`config.mk`:
```
export PLATFORM = sky130hd
export DESIGN_NAME = control_ingreso_teclas
export DESIGN_NICKNAME = d
export VERILOG_FILES = /design/src/rtl/control_ingreso_teclas_pkg.sv /design/src/rtl/control_ingreso_teclas_detector_flanco.sv /design/src/rtl/control_ingreso_teclas.sv
export SDC_FILE = /design/constraint.sdc
export NUM_CORES = 1
export LEC_CHECK = 0
export BUFFER_PORTS_ARGS = -buffer_cell sky130_fd_sc_hd__buf_2
export CAP_MARGIN = 0
export CORE_MARGIN = 1.5
export CORE_UTILIZATION = 40
export DETAILED_ROUTE_END_ITERATION = 7
export PLACE_DENSITY = 0.71
export RECOVER_POWER = 50
export SYNTH_ARGS = -nofsm -noshare
export SYNTH_HDL_FRONTEND = slang
export SYNTH_HIERARCHICAL = 1
export SYNTH_SLANG_ARGS = --single-unit
```
`constraint.sdc`:
```
create_clock -name clk -period 1.6 [get_ports clk]
set_clock_uncertainty 0.1 [all_clocks]
set_input_delay 0.32 -clock clk [delete_from_list [all_inputs] [get_ports clk]]
set_output_delay 0.32 -clock clk [all_outputs]
set_load 0.1 [all_outputs]
```
`src/rtl/control_ingreso_teclas_pkg.sv`:
```
// Shared types and key-code constants for the keypad entry path.
// Consumers import pkg_teclado::* to get the state type and the digit classifier.
package pkg_teclado;

  typedef enum logic [1:0] {
    ESPERA_N1 = 2'd0,
    ESPERA_N2 = 2'd1,
    LISTO     = 2'd2
  } estado_ingreso_t;

  localparam logic [3:0] COD_SIG_DEF    = 4'hA;
  localparam logic [3:0] COD_FIN_DEF    = 4'hB;
  localparam logic [3:0] COD_BORRAR_DEF = 4'hC;
  localparam logic [3:0] COD_MAX_DIGITO = 4'h9;

  function automatic logic es_digito(input logic [3:0] codigo);
    return (codigo <= COD_MAX_DIGITO);
  endfunction

endpackage

```
`src/rtl/control_ingreso_teclas_detector_flanco.sv`:
```
// One-bit rising-edge detector. The history flop resets to RST_VAL, so a level that is
// already high when reset is released does not count as an edge.
module detector_flanco #(
  parameter logic RST_VAL = 1'b1
) (
  input  logic clk,
  input  logic rst,
  input  logic senal,
  output logic flanco
);

  logic prev_d;
  logic prev_q;

  always_comb begin
    prev_d = senal;
  end

  always_ff @(posedge clk or posedge rst) begin
    if (rst) begin
      prev_q <= RST_VAL;
    end else begin
      prev_q <= prev_d;
    end
  end

  assign flanco = senal & ~prev_q;

endmodule

```
`src/rtl/control_ingreso_teclas.sv`:
```
// Keypad entry controller: turns debounced key presses into load/clear strobes for two
// multi-digit operands and flags when both operands have been closed.
module control_ingreso_teclas
  import pkg_teclado::*;
#(
  parameter int         NUM_DIGITOS = 3,
  parameter logic [3:0] COD_SIG     = COD_SIG_DEF,
  parameter logic [3:0] COD_FIN     = COD_FIN_DEF,
  parameter logic [3:0] COD_BORRAR  = COD_BORRAR_DEF
) (
  input  logic                                 clk,
  input  logic                                 rst,
  input  logic [3:0]                           tecla_codigo,
  input  logic                                 tecla_valida,
  output logic [3:0]                           tecla_pre,
  output logic                                 cargar_numero1,
  output logic                                 cargar_numero2,
  output logic                                 reset_datos,
  output logic [$clog2(NUM_DIGITOS+1)-1:0]     cuenta_digitos,
  output logic                                 datos_listos,
  output logic                                 digito_descartado
);

  localparam int            CW         = $clog2(NUM_DIGITOS + 1);
  localparam logic [CW-1:0] MAX_CUENTA = CW'(NUM_DIGITOS);
  localparam logic [CW-1:0] CUENTA_0   = {CW{1'b0}};

  logic            flanco_s;
  estado_ingreso_t estado_d,  estado_q;
  logic [CW-1:0]   cuenta_d,  cuenta_q;
  logic [3:0]      tecla_pre_d, tecla_pre_q;
  logic            cargar1_d, cargar1_q;
  logic            cargar2_d, cargar2_q;
  logic            reset_datos_d, reset_datos_q;
  logic            listo_d, listo_q;
  logic            descartado_d, descartado_q;

  detector_flanco #(.RST_VAL(1'b1)) u_flanco (
    .clk    (clk),
    .rst    (rst),
    .senal  (tecla_valida),
    .flanco (flanco_s)
  );

  always_comb begin
    estado_d      = estado_q;
    cuenta_d      = cuenta_q;
    tecla_pre_d   = tecla_pre_q;
    cargar1_d     = 1'b0;
    cargar2_d     = 1'b0;
    reset_datos_d = 1'b0;
    descartado_d  = 1'b0;
    if (flanco_s) begin
      // Clear wins from any state, so it is decoded ahead of the per-state rules.
      if (tecla_codigo == COD_BORRAR) begin
        reset_datos_d = 1'b1;
        cuenta_d      = CUENTA_0;
        estado_d      = ESPERA_N1;
      end else begin
        case (estado_q)
          ESPERA_N1: begin
            if (es_digito(tecla_codigo)) begin
              if (cuenta_q < MAX_CUENTA) begin
                tecla_pre_d = tecla_codigo;
                cargar1_d   = 1'b1;
                cuenta_d    = cuenta_q + CW'(1);
              end else begin
                descartado_d = 1'b1;
              end
            end else if ((tecla_codigo == COD_SIG) && (cuenta_q != CUENTA_0)) begin
              estado_d = ESPERA_N2;
              cuenta_d = CUENTA_0;
            end else begin
              estado_d = estado_q;
            end
          end
          ESPERA_N2: begin
            if (es_digito(tecla_codigo)) begin
              if (cuenta_q < MAX_CUENTA) begin
                tecla_pre_d = tecla_codigo;
                cargar2_d   = 1'b1;
                cuenta_d    = cuenta_q + CW'(1);
              end else begin
                descartado_d = 1'b1;
              end
            end else if ((tecla_codigo == COD_FIN) && (cuenta_q != CUENTA_0)) begin
              estado_d = LISTO;
            end else begin
              estado_d = estado_q;
            end
          end
          LISTO: begin
            if (es_digito(tecla_codigo)) begin
              descartado_d = 1'b1;
            end else begin
              estado_d = estado_q;
            end
          end
          default: begin
            estado_d = ESPERA_N1;
            cuenta_d = CUENTA_0;
          end
        endcase
      end
    end else begin
      estado_d = estado_q;
    end
    listo_d = (estado_d == LISTO);
  end

  always_ff @(posedge clk or posedge rst) begin
    if (rst) begin
      estado_q      <= ESPERA_N1;
      cuenta_q      <= CUENTA_0;
      tecla_pre_q   <= 4'h0;
      cargar1_q     <= 1'b0;
      cargar2_q     <= 1'b0;
      reset_datos_q <= 1'b0;
      listo_q       <= 1'b0;
      descartado_q  <= 1'b0;
    end else begin
      estado_q      <= estado_d;
      cuenta_q      <= cuenta_d;
      tecla_pre_q   <= tecla_pre_d;
      cargar1_q     <= cargar1_d;
      cargar2_q     <= cargar2_d;
      reset_datos_q <= reset_datos_d;
      listo_q       <= listo_d;
      descartado_q  <= descartado_d;
    end
  end

  assign tecla_pre         = tecla_pre_q;
  assign cargar_numero1    = cargar1_q;
  assign cargar_numero2    = cargar2_q;
  assign reset_datos       = reset_datos_q;
  assign cuenta_digitos    = cuenta_q;
  assign datos_listos      = listo_q;
  assign digito_descartado = descartado_q;

endmodule

```
# Word-level counts from Yosys, hierarchy flattened
# Index checks and enable logic that the tools add are counted.
[op_classes] n_addsub=1 magnitude_cmp=2 eq_ne=9 n_mux=29 bitwise_logic=3 reduce_logical=7
[ops] op="2-to-1 mux 2 bit" count=11
[ops] op="2-to-1 mux 1 bit" count=15
[ops] op="equality test 4 bit, second input constant" count=3
[ops] op="one-hot mux 2 bit (3 select lines)" count=2
[ops] op="AND reduction 5 bit" count=1
[ops] op="equality test 2 bit, second input constant" count=2
[ops] op="less-or-equal comparator 4 bit, second input constant" count=1
[ops] op="inequality test 4 bit, second input constant" count=1
[ops] op="AND reduction 4 bit" count=1
[ops] op="inequality test 3 bit, second input constant" count=1
[ops] op="adder 2 x 1 -> 2 bit, second input constant" count=1
[ops] op="equality test 2 x 1 -> 1 bit, second input constant" count=1
[ops] op="logical AND 1 bit" count=2
[ops] op="logical NOT 2 bit" count=1
[ops] op="< comparator 2 bit, second input constant" count=1
[ops] op="inequality test 2 bit, second input constant" count=1
[ops] op="NOT 1 bit" count=2
[ops] op="one-hot mux 1 bit (2 select lines)" count=1
[ops] op="nonzero test 2 bit" count=1
[ops] op="OR reduction 2 bit" count=1
[ops] op="AND 1 bit" count=1
[word_totals] ff_bits=14 input_bits=7

# Logic depth before layout (Yosys ltp)
[depth] word_depth=8 depth_mapped=5 mapped_depth_nobuf=5

# By module
# The synthesis kept the hierarchy.
[by_module_without_submodules] module="control_ingreso_teclas" n_inst=1 cells_each=60 area_each_um2=628.1
[by_module_without_submodules] module="detector_flanco" n_inst=1 cells_each=3 area_each_um2=43.8

# Worst setup path before layout
# Ideal clock, no wire load.
[synth_path] path_type="reg2reg" startpoint="register cuenta_q[1], in the netlist cuenta_digitos[1]" endpoint="register estado_q[0]" t_arrival_ns=1.867 t_required_ns=1.417 slack_ns=-0.450 stages_incl_launch_ff=5 n_path_buf=0 synth_period_minus_slack_ns=2.050 cell_sequence="dfrtp_1 > nor2_1 > or2_1 > or4b_1 > o21ai_0"
[synth_between] elab_chain_len=7 elab_cells_between_ends=10 classes_between="mux: 7; reduce/logical: 3"
[synth_lines] item="start: declaration" line="control_ingreso_teclas.sv:30" text="logic [CW-1:0] cuenta_d, cuenta_q;"
[synth_lines] item="start signal: assignment" line="control_ingreso_teclas.sv:123" text="cuenta_q <= cuenta_d;"
[synth_lines] item="nonzero test 2 bit *" line="control_ingreso_teclas.sv:70, control_ingreso_teclas.sv:86"
[synth_lines] item="logical AND 1 bit (on tied branches)" line="control_ingreso_teclas.sv:86, control_ingreso_teclas.sv:70"
[synth_lines] item="2-to-1 mux 2 bit (on tied branches)" line="control_ingreso_teclas.sv:86, control_ingreso_teclas.sv:70"
[synth_lines] item="2-to-1 mux 2 bit (on tied branches)" line="control_ingreso_teclas.sv:78, control_ingreso_teclas.sv:62"
[synth_lines] item="one-hot mux 2 bit (3 select lines) *" line="control_ingreso_teclas.sv:60" text="case (estado_q)"
[synth_lines] item="2-to-1 mux 2 bit *" line="control_ingreso_teclas.sv:55" text="if (tecla_codigo == COD_BORRAR) begin"
[synth_lines] item="2-to-1 mux 2 bit *" line="control_ingreso_teclas.sv:53" text="if (flanco_s) begin"
[synth_lines] item="named net estado_d[0]" line="control_ingreso_teclas.sv:29" text="estado_ingreso_t estado_d, estado_q;"
[synth_lines] item="end signal: assignment" line="control_ingreso_teclas.sv:122" text="estado_q <= estado_d;"
[synth_lines] item="end: declaration" line="control_ingreso_teclas.sv:29"
# The timed path passes the listed nets; every way through them passes the cells marked *.
# A chain may end at the register's enable or synchronous reset.

# Final worst setup path
[layout_path] startpoint="register cuenta_q[1], in the netlist cuenta_digitos[1]" endpoint="output cuenta_digitos[1]"
[layout_rtl] item="end: declaration" line="control_ingreso_teclas.sv:19" text="output logic [$clog2(NUM_DIGITOS+1)-1:0] cuenta_digitos,"
# No word-level cell between the ends.

==> impl_metrics.env <==
export IMPL_grt_pass1_wl_mm=2.23
export IMPL_r2r_slack_ns=0.08
export IMPL_wl_per_cell_um=12.2
export IMPL_num_rows=14
export IMPL_io_pins=18
export IMPL_path_max_fanout=5
export IMPL_grt_pass1_vias=513
export IMPL_syn_inst=63
export IMPL_rsz0062_at_grt="no"
export IMPL_synthFlopType="dfrtp_1"
export IMPL_ys_async_sr_fraction_pct=100
export IMPL_drt_iter0_drc=15
export IMPL_die_height_um=44.0
export IMPL_grt_overflow=0
export IMPL_grt_usage_pct=16.0
export IMPL_cp_required_ns=1.18
export IMPL_synth_avg_cell_area_um2=10.7
export IMPL_via_per_inst=5.29
export IMPL_irDropWorstVdd_mv=1.23
export IMPL_gp_congestion=0.841
export IMPL_synth_cell_type_count=28
export IMPL_drv_cap=0
export IMPL_crit_arrival_ns=1.14
export IMPL_dieArea_um2=1930
export IMPL_coreArea_um2=1540
export IMPL_finalCritPeriodShare_pct=97.6
export IMPL_synthesis_area_um2=672
export IMPL_fin_tns_setup_ns=0
export IMPL_setup_slack_ns=0.0385
export IMPL_cp_num_buf_inv=1
export IMPL_diodes=0
export IMPL_grt_max_degree=14
export IMPL_port_buffers=17
export IMPL_finalHoldViolCount=0
export IMPL_ys_seq_area_share_pct=52.3
export IMPL_area_growth_pct=37.6
export IMPL_clk_latency_ns=0.28
export IMPL_pre_cts_ws_ns=-0.0628
export IMPL_yosys_warnings=6
export IMPL_synth_edf_count=0
export IMPL_max_freq_mhz=640
export IMPL_status="finished, final reports clean"
export IMPL_hold_ws_ns=0.0382
export IMPL_hold_path_class="in2reg"
export IMPL_cp_start_kind="flip-flop"
export IMPL_reg2reg_to="cuenta_digitos[1]$_DFFE_PP0P_"
export IMPL_nNetsFinal=104
export IMPL_final_util_pct=60.0
export IMPL_clkTransAtPathRegs_ns=0.08
export IMPL_antenna_left=0
export IMPL_cts_tree="yes"
export IMPL_crit_family="flip-flops"
export IMPL_slew_violations=0
export IMPL_reg2reg_from="u_flanco/prev_q$_DFF_PP1_"
export IMPL_reg2regPathDepth=5
export IMPL_max_slew_margin_rel_pct=62.9
export IMPL_cts_sinks=14
export IMPL_routed_wl_mm=1.36
export IMPL_die_w_um=44.0
export IMPL_cts_setup_buffers=0
export IMPL_syn_nets=70
export IMPL_worst_pin_slew_ns=0.549
export IMPL_drc_errors=0
export IMPL_hold_end="u_flanco/prev_q$_DFF_PP1_"
export IMPL_cts_buffers=3
export IMPL_path_cells="buf_2"
export IMPL_cp_end_kind="output pin"
export IMPL_synth_seq_cells=14
export IMPL_cts_path_max_buffers=2
export IMPL_htreeDepth=1
export IMPL_holdPathStages=1
export IMPL_finalCriticalPeriod_ns=1.56
export IMPL_drt_pass1_iter_count=4
export IMPL_crit_type="reg2out"
export IMPL_cpPeakStageDelay_ns=0.44
export IMPL_start_util_pct=43.6
export IMPL_vias=592
export IMPL_dp_hpwl_mm=1.06
export IMPL_drive_above_1_share_pct=41.7
export IMPL_setup_viol=0
export IMPL_final_cells=112
export IMPL_antenna_found_initial=0
export IMPL_cp_slowest_cell="dfrtp_4"
export IMPL_cts_root_buf="clkbuf_4"
export IMPL_power_density_nw_per_um2=2000
export IMPL_min_delay_start="tecla_valida"
export IMPL_dpl_cell_count=107
export IMPL_p_leak_nw=0.470
==> routing by layer <==
metal / global-route usage [%] / up-vias / wire [um]
met1: 21.9 / 273 / 652
met3: 3.75 / 2 / 79
met2: 23.8 / 23 / 614
met5: 0 / - / 0
li1: - / 294 / -
met4: 7.27 / 0 / 14
==> cells by family (layout without fill, tap and decap cells) <==
logic type,after synthesis,in the layout,synth area share [%]
DFF,14,14,52.3
and+or+nand+nor,21,21,19.4
buffers and inverters,7,40,4.10
AOI/OAI and AO/OA,16,16,16.2
muxes,5,5,8.01
==> state kept, by name (all words and copies together), names as in the netlist <==
name               cells
digito_descartado      1
estado_q               2
u_flanco/prev_q        1
datos_listos           1
tecla_pre              4
cuenta_digitos         2
reset_datos            1
cargar_numero1         1
cargar_numero2         1
==> how the worst max path moves through the flow <==
stage | from | end | slack [ns] | cells past startpoint
2_1_floorplan | cuenta_digitos[1]$_DFFE_PP0P_ | estado_q[0]$_DFF_PP0_ | -0.06 | 4
3_3_place_gp | tecla_codigo[1] | cuenta_digitos[1]$_DFFE_PP0P_ | -0.03 | 5
3_5_place_dp | tecla_codigo[1] | cuenta_digitos[1]$_DFFE_PP0P_ | -0.06 | 5
4_1_cts | cuenta_digitos[0]$_DFFE_PP0P_ | cuenta_digitos[0] | 0.01 | 1
5_1_grt | cuenta_digitos[1]$_DFFE_PP0P_ | cuenta_digitos[1] | 0.005 | 1
6_report | cuenta_digitos[1]$_DFFE_PP0P_ | cuenta_digitos[1] | 0.04 | 1
==> layout by cell type, fill, tap and decap left out, types with 2 or more instances in the layout <==
cell type / netlist / final
and3_1: 2 / 2
buf_2: 1 / 15
buf_4: 0 / 12
clkbuf_4: 0 / 4
dfrtp_1: 13 / 11
dfrtp_4: 0 / 2
inv_1: 6 / 6
mux2_2: 3 / 3
mux2i_1: 2 / 2
nand2_1: 4 / 4
nand3_1: 2 / 2
nor2_1: 4 / 4
o21a_1: 2 / 2
o21ai_0: 7 / 7
==> Yosys cell counts (2+ instances only) <==
| cell | count | area [um2] |
|---|---|---|
| and3_1 | 2 | 12.5 |
| mux2_2 | 3 | 33.8 |
| nor2_1 | 4 | 15.0 |
| o21a_1 | 2 | 15.0 |
| mux2i_1 | 2 | 20.0 |
| dfrtp_1 | 13 | 325 |
| inv_1 | 6 | 22.5 |
| nand3_1 | 2 | 10.0 |
| nand2_1 | 4 | 15.0 |
| o21ai_0 | 7 | 35.0 |
==> area by class of cell <==
type,instances,area (um2)
Inverter,6,22.5
Tap cell,16,20.0
Fill cell,137,617
Multi-Input combinational cell,42,300
Sequential cell,14,359
Clock buffer,4,36.3
Timing Repair Buffer,30,186
==> timing repair <==
item | 4_1_cts | 5_1_grt
hold buffers | 1 | 0
endpoints found under the setup margin | 0 | 1
resized for setup | 0 | 1
endpoints found under the hold margin | 14 | 0
==> per-stage QoR <==
step | total power [W] | instance area [um2]
floorplan | 0.00140 | 687
finish | 0.00185 | 925
detailed placement | 0.00161 | 877
CTS | 0.00187 | 923
global placement | 0.00160 | 877
global route | 0.00194 | 925
==> worst register-to-register path, stage by stage (launching register included) <==
cell and delay (ns):
dfstp_1 0.55, nor2b_4 0.05, nor2b_1 0.14, buf_4 0.15, and3_1 0.15, o32a_1 0.28
==> report_power, final <==
part | switching, W | internal [W] | leakage [nW] | total (W)
combinational | 0.000830 | 0.000220 | 0.275 | 0.00105
clock | 0.000110 | 0.000139 | 0.0210 | 0.000248
sequential | 0.0000813 | 0.000474 | 0.174 | 0.000555
(Power assumes the default switching activity.)
